==> config.mk <==
export PLATFORM = sky130hd
export DESIGN_NAME = i_type_exec_unit
export DESIGN_NICKNAME = d
export VERILOG_FILES = /design/src/rtl/i_type_exec_unit.sv
export SDC_FILE = /design/constraint.sdc
export NUM_CORES = 1
export LEC_CHECK = 0
export CAP_MARGIN = 20
export CORE_MARGIN = 4
export CORE_UTILIZATION = 57
export DETAILED_ROUTE_END_ITERATION = 8
export PLACE_DENSITY = 0.83
export SYNTH_ARGS = -nofsm -noshare
export SYNTH_HDL_FRONTEND = slang
export SYNTH_SLANG_ARGS = --single-unit
==> constraint.sdc <==
create_clock -name i_clk -period 2.91 [get_ports i_clk]
set_input_delay 0.4365 -clock i_clk [delete_from_list [all_inputs] [get_ports i_clk]]
set_output_delay 0.4365 -clock i_clk [all_outputs]
set_load 0.005 [all_outputs]
==> src/rtl/i_type_exec_unit.sv <==
// i_type_exec_unit: handshaked RISC-V OP-IMM execute unit with serial shifter (IEXEC_BARREL_SHIFT_EN selects a single-cycle barrel shifter)
module i_type_exec_unit #(
  parameter int XLEN       = 32,
  parameter int SHIFT_STEP = 1
) (
  input  logic            i_clk,
  input  logic            i_rst_n,
  input  logic            i_in_valid,
  output logic            o_in_ready,
  input  logic [2:0]      i_funct3,
  input  logic            i_arith,
  input  logic [XLEN-1:0] i_rv1,
  input  logic [XLEN-1:0] i_imm,
  output logic            o_out_valid,
  input  logic            i_out_ready,
  output logic [XLEN-1:0] o_rd_data,
  output logic            o_busy
);
  localparam int SW = $clog2(XLEN);
  typedef enum logic [1:0] {IDLE, SHIFT, DONE} state_t;
  state_t          r_state, w_next;
  logic [XLEN-1:0] r_rd_data, w_alu, w_res, w_shift_out;
  logic            w_accept, w_is_shift, w_start_shift, w_shift_done;
  logic [SW-1:0]   w_shamt;
  logic signed [XLEN-1:0] w_sra;
  assign w_accept    = i_in_valid && o_in_ready;
  assign w_is_shift  = i_funct3[1:0] == 2'b01;
  assign w_shamt     = i_imm[SW-1:0];
  assign o_in_ready  = r_state == IDLE || (r_state == DONE && i_out_ready);
  assign o_out_valid = r_state == DONE;
  assign o_rd_data   = r_rd_data;
  // Non-shift OP-IMM results; SLT compares are zero-extended to XLEN
  always_comb begin
    w_alu = i_funct3 == 3'b000 ? i_rv1 + i_imm :
            i_funct3 == 3'b010 ? XLEN'($signed(i_rv1) < $signed(i_imm)) :
            i_funct3 == 3'b011 ? XLEN'(i_rv1 < i_imm) :
            i_funct3 == 3'b100 ? i_rv1 ^ i_imm :
            i_funct3 == 3'b110 ? i_rv1 | i_imm : i_rv1 & i_imm;
  end
`ifdef IEXEC_BARREL_SHIFT_EN
  assign w_sra         = $signed(i_rv1) >>> w_shamt;
  assign w_shift_out   = i_funct3[2] ? (i_arith ? w_sra : i_rv1 >> w_shamt) : i_rv1 << w_shamt;
  assign w_start_shift = 1'b0;
  assign w_shift_done  = 1'b0;
  assign w_res         = w_is_shift ? w_shift_out : w_alu;
  assign o_busy        = 1'b0;
`else
  localparam logic [SW:0] STEP = (SW+1)'(SHIFT_STEP);
  logic [SW-1:0]   r_rem, w_rem_n;
  logic [XLEN-1:0] r_work;
  logic            r_left, r_sra;
  logic [SW:0]     w_k;
  assign w_k           = {1'b0, r_rem} > STEP ? STEP : {1'b0, r_rem};
  assign w_rem_n       = r_rem - w_k[SW-1:0];
  assign w_sra         = $signed(r_work) >>> w_k;
  assign w_shift_out   = r_left ? r_work << w_k : r_sra ? w_sra : r_work >> w_k;
  assign w_start_shift = w_accept && w_is_shift && w_shamt != '0;
  assign w_shift_done  = r_state == SHIFT && w_rem_n == '0;
  assign w_res         = w_is_shift ? i_rv1 : w_alu;
  assign o_busy        = r_state == SHIFT;
  // Serial shifter: load on accept, then advance up to SHIFT_STEP bits per cycle
  always_ff @(posedge i_clk or negedge i_rst_n) begin
    if (!i_rst_n) begin
      r_work <= '0;
      r_rem  <= '0;
      r_left <= 1'b0;
      r_sra  <= 1'b0;
    end else if (w_start_shift) begin
      r_work <= i_rv1;
      r_rem  <= w_shamt;
      r_left <= !i_funct3[2];
      r_sra  <= i_arith;
    end else if (r_state == SHIFT) begin
      r_work <= w_shift_out;
      r_rem  <= w_rem_n;
    end
  end
`endif
  // Next state: an accept in DONE restarts immediately so there is no bubble
  always_comb begin
    w_next = w_accept ? (w_start_shift ? SHIFT : DONE) :
             w_shift_done ? DONE :
             (r_state == DONE && i_out_ready) ? IDLE : r_state;
  end
  // State register
  always_ff @(posedge i_clk or negedge i_rst_n) begin
    if (!i_rst_n) r_state <= IDLE;
    else          r_state <= w_next;
  end
  // Result register: written on immediate completion or when the shift finishes, held otherwise
  always_ff @(posedge i_clk or negedge i_rst_n) begin
    if (!i_rst_n)                        r_rd_data <= '0;
    else if (w_accept && !w_start_shift) r_rd_data <= w_res;
    else if (w_shift_done)               r_rd_data <= w_shift_out;
  end
endmodule
; Word-level counts from Yosys, hierarchy flattened
; Index checks and enable logic that the tools add are counted.
[op_classes]
addsub = 2
n_mul = 0
n_div = 0
magnitude_cmp = 3
eq_ne = 7
shift = 3
mux = 19
bitwise_logic = 3
n_reduce_logical = 16
[op_table]
columns = operator, count
row1 = 32-bit 2-to-1 mux, 12
row2 = 32-bit < comparator, 2
row3 = 32-bit adder, 1
row4 = 32-bit AND, 1
row5 = 32-bit OR, 1
row6 = 32-bit by 5-bit << shifter with 32-bit output, 1
row7 = 32-bit by 5-bit >> shifter with 32-bit output, 1
row8 = 32-bit by 5-bit >>> shifter with 32-bit output, 1
row9 = 32-bit XOR, 1
row10 = 5-bit 2-to-1 mux, 3
row11 = 2-bit 2-to-1 mux, 4
row12 = 3-bit by 2-bit == test with 1-bit output (second input constant), 2
row13 = 3-bit == test (second input constant), 2
row14 = 1-bit logical AND, 6
row15 = 5-bit by 1-bit > comparator with 1-bit output (second input constant), 1
row16 = 5-bit logical NOT, 1
row17 = 5-bit nonzero test, 1
row18 = 5-bit subtractor, 1
row19 = 2-bit by 1-bit == test with 1-bit output (second input constant), 2
row20 = 2-bit nonzero test, 2
row21 = 3-bit logical NOT, 1
row22 = 3-bit nonzero test, 1
row23 = 2-bit == test (second input constant), 1
row24 = 1-bit logical NOT, 2
row25 = 2 further kinds, 2
[word_totals]
ff_bits = 73
latch_bits = 0
ram_bits = 0
romBits = 0
input_bits = 72
elab_cells = 59
memories = 0

; Depth between registers and ports, before layout
; Gate-level depths: netlist of the first run.
[depth]
depth_word = 9
ltp_mapped = 12

; Least setup slack after synthesis of the first run
; No wires, ideal clock.
[synth_path]
path_kind = input port to flip-flop
from = input i_rv1[0]
to = register r_rd_data[18] (netlist: o_rd_data[18])
setup_ns = 0.066
t_arrival_ns = 2.699
required_time_ns = 2.844
path_slack_ns = 0.145
stages = 11
cell_sequence = ha_1 -> inv_1 -> fa_1 -> and2b_1 -> o2111ai_1 -> a211o_1 -> a211oi_2 -> o2111ai_1 -> and3_1 -> o31ai_1 -> o311a_1
[synth_via]
elab_chain_cells = 4
[synth_lines]
columns = element, line_no
row1 = "start, declared", 12  ; input logic [XLEN-1:0] i_rv1,
row2 = 32-bit adder, 34  ; w_alu = i_funct3 == 3'b000 ? i_rv1 + i_imm :
row3 = 32-bit 2-to-1 mux, 34
row4 = 32-bit 2-to-1 mux, 59  ; assign w_res = w_is_shift ? i_rv1 : w_alu;
row5 = 32-bit 2-to-1 mux, 93  ; else if (w_accept && !w_start_shift) r_rd_data <= w_res;
row6 = "end signal, assigned", 93
row7 = "end signal, assigned", 94  ; else if (w_shift_done) r_rd_data <= w_shift_out;
row8 = "end, declared", 22  ; logic [XLEN-1:0] r_rd_data, w_alu, w_res, w_shift_out;
; No other way between the ends.
; A chain may end at the register's enable or synchronous reset.

; Worst setup path in the final report of the first run
[layout_path]
from = input i_imm[5]
to = register r_rd_data[23] (netlist: o_rd_data[23])
[layout_via]
elab_chain_cells = 4
[layout_lines]
columns = element, line_no
row1 = "start, declared", 13  ; input logic [XLEN-1:0] i_imm,
row2 = 32-bit adder, 34
row3 = 32-bit 2-to-1 mux, 34
row4 = 32-bit 2-to-1 mux, 59
row5 = 32-bit 2-to-1 mux, 93
; No other way between the ends.

==> results of run 1 <==
## registers in the layout, summed over array words and instances (netlist names)
signal	count
r_sra	1
r_state	2
r_work	32
r_rem	5
r_left	1
o_rd_data	32
## stage by stage
step                      utilization (%)  instance area (um2)
final                                80.9                11300
after detailed placement             75.9                10600
after global routing                 80.9                11300
after floorplan                         -                 8180
after global placement               75.9                10600
after CTS                            79.2                11100
## power breakdown
part           internal [W]  switching, W
combinational      0.000695      0.000741
clock              0.000860      0.000456
sequential          0.00106     0.0000454
## what timing repair did
item	in CTS	in global routing
pin swaps	18	17
endpoints found under the setup margin	16	20
resized for setup	23	43
setup buffers	6	5
## cell families (layout without fill, tap and decap cells)
| logic type | count (synthesis) | count (layout) | share of synthesized area (%) |
|---|---|---|---|
| compound gates | 400 | 400 | 32.7 |
| simple gates | 274 | 274 | 14.9 |
| buf+inv | 174 | 421 | 8.41 |
| fa+ha+maj | 99 | 99 | 15.2 |
| flops | 73 | 73 | 22.3 |
| mux | 33 | 33 | 4.04 |
| xor+xnor | 22 | 22 | 2.36 |
## final cells by class
cell class | instances | area [um2] | area share, %
Clock buffer | 11 | 243 | 2.14
Clock inverter | 5 | 103 | 0.906
Inverter | 99 | 372 | 3.28
Multi-Input combinational cell | 828 | 5960 | 52.7
Sequential cell | 73 | 1830 | 16.1
Tap cell | 180 | 225 | 1.99
Timing Repair Buffer | 306 | 2590 | 22.9
## placed cells by master, fill, tap and decap left out, types with 5 or more instances in the layout
cell,Yosys,final
inv_2,2,6
clkdlybuf4s50_1,0,92
nor2_1,72,71
clkbuf_16,0,9
or3_1,5,5
mux2i_1,33,33
a21boi_0,6,6
a22oi_1,38,38
ha_1,98,83
buf_4,0,197
a221o_1,5,5
o211ai_1,7,7
o21bai_1,9,9
o21ai_1,9,8
nor3_1,18,17
ha_4,0,9
nor4_1,7,6
dfrtp_1,73,73
nor2b_1,8,8
a221oi_1,10,9
a21oi_1,84,77
ha_2,0,6
nand2b_1,6,5
o22ai_1,28,28
a21oi_2,3,9
nand3_1,12,9
o21ai_0,97,97
dlygate4sd2_1,0,5
a211oi_1,13,11
o31ai_1,12,10
xnor2_1,19,19
nand2_1,122,122
a222oi_1,8,8
a21o_1,14,14
o2bb2ai_1,9,9
inv_1,97,93
## path summary, 6_finish.rpt
path	from	endpoint	slack, ns	depth (start not counted)
worst min register to register	o_rd_data[2]	o_rd_data[2]	0.56	2
worst max register to register	r_rem[4]	o_rd_data[9]	-0.008	9
worst min-delay path	i_rst_n	o_rd_data[6]	0.25	1
max in group asynchronous	i_rst_n	o_rd_data[23]	2.05	1
worst max-delay path	i_imm[5]	o_rd_data[23]	-0.008	12
min in group i_clk	i_imm[0]	r_rem[0]	0.51	4
## layer usage
metal	track usage, %	vias up	wire [um]
met5	0	-	0
met3	7.83	185	4340
met2	55.1	867	13800
met4	15.0	0	1680
met1	50.0	4604	12200
li1	-	4354	-
==> results.md, run 1 <==
* IO Port Bufs at 106
* Vias in the first global route at between 9000 and 10000
* TritonCTS clock tree: done
* Pwr dens at 341 mW/mm2
* Max FO, Critical Path at 4
* FP Rows at 43
* Worst path bufs/invs at 5
* Register area share after synthesis at 22.3%
* Area growth, synth to finish at 38.4%
* Fin crit period at 2.92 ns
* Initial Util at between 50% and 60%
* DIE HEIGHT at between 100 and 150 um
* Failing checks: DRC, setup timing
* Core area at between 0.01 and 0.015 mm2
* Layout Nets at 1488
* IO Pins at 107
* First-pass GRT wire length at roughly 48 mm
* DRC at 15
* Worst Clk Skew at 0.00452 ns
* Commonest cells in the netlist: 122 x nand2_1, 98 x ha_1, 97 x inv_1, 97 x o21ai_0, 84 x a21oi_1
* Die area at 0.0163 mm2
* Max incr delay on CP at 0.56 ns
* Most common cell in the netlist: nand2_1
* Setup TNS Final at -0.0152 ns
* Worst hold margin at 0.247 ns
* CTS Sinks at 73
* Bufs on Longest Clock Path at 2
* Leak at 5.30 nW
* H-tree depth at 3
* ANT cells at 0
* Hold buffer count at CTS at 0
* Netlist Area Pre-Place at between 0.008 and 0.009 mm2
* Pre-CTS WS at -0.592 ns
* Worst rel slew slack at 35.8%
* Fin. max-slew vios at 0
* Fraction of registers with async set/reset at 100%
* Crit-path cells: clkdlybuf4s50_1 > inv_1 > ha_4 > inv_1 > a211oi_4 > buf_4 > o2111ai_4 > nand3b_1 > xnor2_1 > a222oi_1 > buf_4 > o22ai_1
* Total track usage at 36.3%
* Vias post-DR at 10000
* Peak supply drop at 0.267 mV
* Clk pin slew, worst setup/hold paths at 0.06 ns
* Worst Setup End Kind: flop
* Yosys reg bits at 73
* Area leader, netlist: dfrtp_1
* Worst path arrival time at 3.13 ns
* Largest net degree at the start of global routing at 74
* Final ANT Viol Nets at 0
* Placer Congestion at 1.01
* Vias per cell at 6.66
* Final worst slack at -0.00832 ns
* Wire per inst at roughly 21 um
* CTS buffer count at 9
* Final hold viol count at 0
* Crit-path leading delay family: buffers and inverters
* CTS root buf: clkbuf_16
* Top post-synthesis cells by area: dfrtp_1 22%, ha_1 15%, o21ai_0 5.9%
* Worst-margin pin slew at 0.963 ns
* Layout cells sized above 1 at 21.6%
* Final wirelength at 32.0 mm
* TritonRoute pass-1 iters at 9
* Overall Power at 0.00386 W
* Fill count at 875
* Synth warn at 0
* CP Launch Type: primary input
* Initial DRC count at 1527
* Syn Inst Count at 1075
* Syn avg cell area at 7.61 um2
* Critical path class: in -> reg
* Outcome: finished, violations left
* DIE WIDTH at between 100 and 150 um
* Endpoints failing setup at 2
* Ys flop type: dfrtp_1
* Max Cap Viol at 0
* Worst skew pair latency at 0.35 ns
* Worst Path Required at 3.12 ns
* Initial antenna violation count at 0
* Slowest cell on the critical path: clkdlybuf4s50_1
* Remaining Overflow, GRT at 0
* Synth top area share at 22.3%
* HPWL after DPL at 22.0 mm
* HP Class: in -> async
* Syn nets at about 1200
* Fmax at approximately 0.34 GHz
* EDFF count, synth at 0
* Final worst path period share at 100%
* DP Cell Count at 1475
* Non-Filler Instances at 1502
* Post-synthesis cell type count at 76
Power figures use the tool's default switching activity.
==> run 2: changes to the inputs <==
- SETUP_SLACK_MARGIN: unset -> 0.2
==> results.md, run 2 (synthesis gave the netlist of run 1 again) <==
* FP Rows at 43 (unchanged)
* Max layer used: met4 (unchanged)
* DRC at 0 (was 15)
* Max incr delay on CP at 0.45 ns (was 0.56 ns)
* Leak at 5.44 nW (was 5.30 nW)
* Worst Clk Skew at 0.00675 ns (was 0.00452 ns)
* Most frequent cells in the layout: 195 x buf_4, 120 x nand2_1, 96 x o21ai_0, 73 x dfrtp_1, 72 x a21oi_1 (was 197 x buf_4, 122 x nand2_1, 97 x o21ai_0, 93 x inv_1, 92 x clkdlybuf4s50_1)
* Peak supply drop at 0.270 mV (was 0.267 mV)
* Final worst slack at 0.150 ns (was -0.00832 ns)
* DIE WIDTH at 128 um (unchanged)
* CTS Sinks at 73 (unchanged)
* HP Class: in -> async (unchanged)
* First-pass GRT wire length at 50.3 mm (was 47.7 mm)
* Pwr dens at 326 mW/mm2 (was 341 mW/mm2)
* Final worst path period share at 94.9% (was 100%)
* Core area at 0.0140 mm2 (unchanged)
* R2r startpoint: r_rem[4] (unchanged)
* R2R cell count at 9 (unchanged)
* Clk pin slew, worst setup/hold paths at 0.06 ns (about the same)
* Worst reg2reg path endpoint: o_rd_data[30] (was o_rd_data[9])
* Footprint of the multi-input gates at 0.00625 mm2 (was 0.00596 mm2)
* Fin. max-slew vios at 0 (unchanged)
* TritonRoute pass-1 iters at 8 (was 9)
* Wire per inst at 22.8 um (was 21.3 um)
* HPWL after DPL at 22.1 mm (was 22.0 mm)
* H-tree depth at 3 (unchanged)
* Placer Congestion at 0.964 (was 1.01)
* Dpl cell area at 0.0105 mm2 (was 0.0106 mm2)
* Max Cap Viol at 0 (unchanged)
* Metal-1 WL at 12.7 mm (was 12.2 mm)
* Pre-CTS WS at -0.563 ns (was -0.592 ns)
* Worst skew pair latency at 0.34 ns (was 0.35 ns)
* Critical path startpoint: i_rv1[15] (was i_imm[5])
* Worst Path Required at 3.14 ns (was 3.12 ns)
* Worst Setup End Kind: flop (unchanged)
* Final instance area at 0.0116 mm2 (was 0.0113 mm2)
* CTS root buf: clkbuf_16 (unchanged)
* Layout cells sized above 1 at 26.8% (was 21.6%)
* Initial DRC count at 1479 (was 1527)
* IO Pins at 107 (unchanged)
* Total track usage at 38.4% (was 36.3%)
* Outcome: completed (was finished, violations left)
* CP Launch Type: primary input (unchanged)
* Worst path arrival time at 2.99 ns (was 3.13 ns)
* Vias per cell at 6.75 (was 6.66)
* WL met3 at 4.61 mm (was 4.34 mm)
* Vias in the first global route at 9539 (was 9205)
* Bufs on Longest Clock Path at 2 (unchanged)
* Worst rel slew slack at 33.4% (was 35.8%)
* Reg-to-reg setup timing slack at 0.26 ns (was -0.008 ns)
* TritonCTS clock tree: done (unchanged)
* Vias post-DR at 10200 (was 10000)
* Largest net degree at the start of global routing at 74 (unchanged)
* Final hold viol count at 0 (unchanged)
* Final wirelength at 34.3 mm (was 32.0 mm)
* RSZ-0062 raised after global routing: true
* Worst hold margin at 0.235 ns (was 0.247 ns)
* Die area at 0.0163 mm2 (unchanged)
* Reg area at 0.00183 mm2 (unchanged)
* Worst path bufs/invs at 3 (was 5)
* Remaining Overflow, GRT at 0 (unchanged)
* Most used cell, CP: buf_4
* Endpoints failing setup at 0 (was 2)
* CTS buffer count at 9 (unchanged)
* Metal2 WL at 15.0 mm (was 13.8 mm)
* Commonest non-fill, non-tap cell in the layout: buf_4 (unchanged)
* Critical path class: in -> reg (unchanged)
* Crit-path cells: dlygate4sd2_1 > buf_4 > ha_2 > a21oi_4 > o21ai_2 > a221oi_2 > nand2b_4 > nand3b_1 > xnor2_2 > a222oi_1 > buf_4 > o22ai_1 (was clkdlybuf4s50_1 > inv_1 > ha_4 > inv_1 > a211oi_4 > buf_4 > o2111ai_4 > nand3b_1 > xnor2_1 > a222oi_1 > buf_4 > o22ai_1)
* Initial antenna violation count at 0 (unchanged)
* Area growth, synth to finish at 41.8% (was 38.4%)
* ANT cells at 0 (unchanged)
* Crit path depth at 12 (unchanged)
* IO Port Bufs at 106 (unchanged)
* Crit path capture: o_rd_data[23] (unchanged)
* Slowest cell on the critical path: a222oi_1 (was clkdlybuf4s50_1)
* Final ANT Viol Nets at 0 (unchanged)
* Initial Util at 58.5% (unchanged)
* Worst-margin pin slew at 0.999 ns (was 0.963 ns)
* Layout Nets at 1492 (was 1488)
* Max FO, Critical Path at 4 (unchanged)
* Fill count at 830 (was 875)
* Crit-path leading delay family: compound AO/OA/AOI/OAI gates (was buffers and inverters)
* Fmax at 0.362 GHz (was 0.343 GHz)
* Fin crit period at 2.76 ns (was 2.92 ns)
* DIE HEIGHT at 128 um (unchanged)
## run 2: cell types whose count changed in the layout (fill, tap and decap cells not counted), sizes merged
cell / before / now
clkinv: 1 / 2
bufinv: 3 / 1
clkinvlp: 1 / 2
clkdlybuf4s50: 92 / 63
dlymetal6s2s: 4 / 18
dlygate4sd2: 5 / 13
clkbuf: 12 / 17
buf: 203 / 209
## run 2: cell type report
cell class,instances,share of cell area (%)
clock buffers,11,2.09
clock inverters,5,0.475
inverters,99,3.20
multi-input cells,828,53.8
flip-flops and latches,73,15.7
well taps,180,1.94
repair buffers,310,22.7
## run 2: stage by stage
stage / utilization, % / TNS, ns / total power [W] / cells
finish: 82.9 / 0 / 0.00378 / 1506
floorplan: - / 0 / 0.00175 / 1075
detailed placement: 75.3 / -9.44 / 0.00239 / 1463
global placement: 75.3 / -8.59 / 0.00237 / 1463
CTS: 80.3 / 0 / 0.00359 / 1494
global route: 82.9 / 0 / 0.00390 / 1506
## run 2: repair_timing
action                                  in CTS  in global routing
resized for setup                           87                 99
pin swaps                                   38                 34
endpoints found under the setup margin      24                 24
setup buffers                               15                 12
hold buffers                                 0                  0
## run 2: how the worst min path moves through the flow
stage,slack [ns],startpoint,cells past startpoint,end
floorplan,0.14,i_rst_n,0,o_rd_data[0]
global placement,0.52,r_sra,2,r_sra
detailed placement,0.53,r_sra,2,r_sra
CTS,0.29,i_rst_n,1,r_work[6]
global route,0.33,i_rst_n,1,o_rd_data[6]
finish,0.24,i_rst_n,1,o_rd_data[9]
## run 2: report_power, final
part	internal (W)	total (W)	switching, W
clock network	0.000685	0.00114	0.000454
logic	0.000726	0.00153	0.000807
registers	0.00106	0.00111	0.0000454
## run 2: worst register-to-register path, stage by stage (launching register included)
cell      delay, ns
dfrtp_1        0.48
o41ai_4        0.41
ha_1           0.20
nor2_1         0.07
xnor2_1        0.26
and4bb_2       0.36
a21oi_1        0.09
a211o_1        0.27
o221ai_1       0.32
a21oi_1        0.07
## run 2: layer usage
layer	vias up	GRT usage, %
met2	908	59.2
met4	0	16.2
met3	216	8.42
met5	-	0
met1	4680	52.0
li1	4366	-
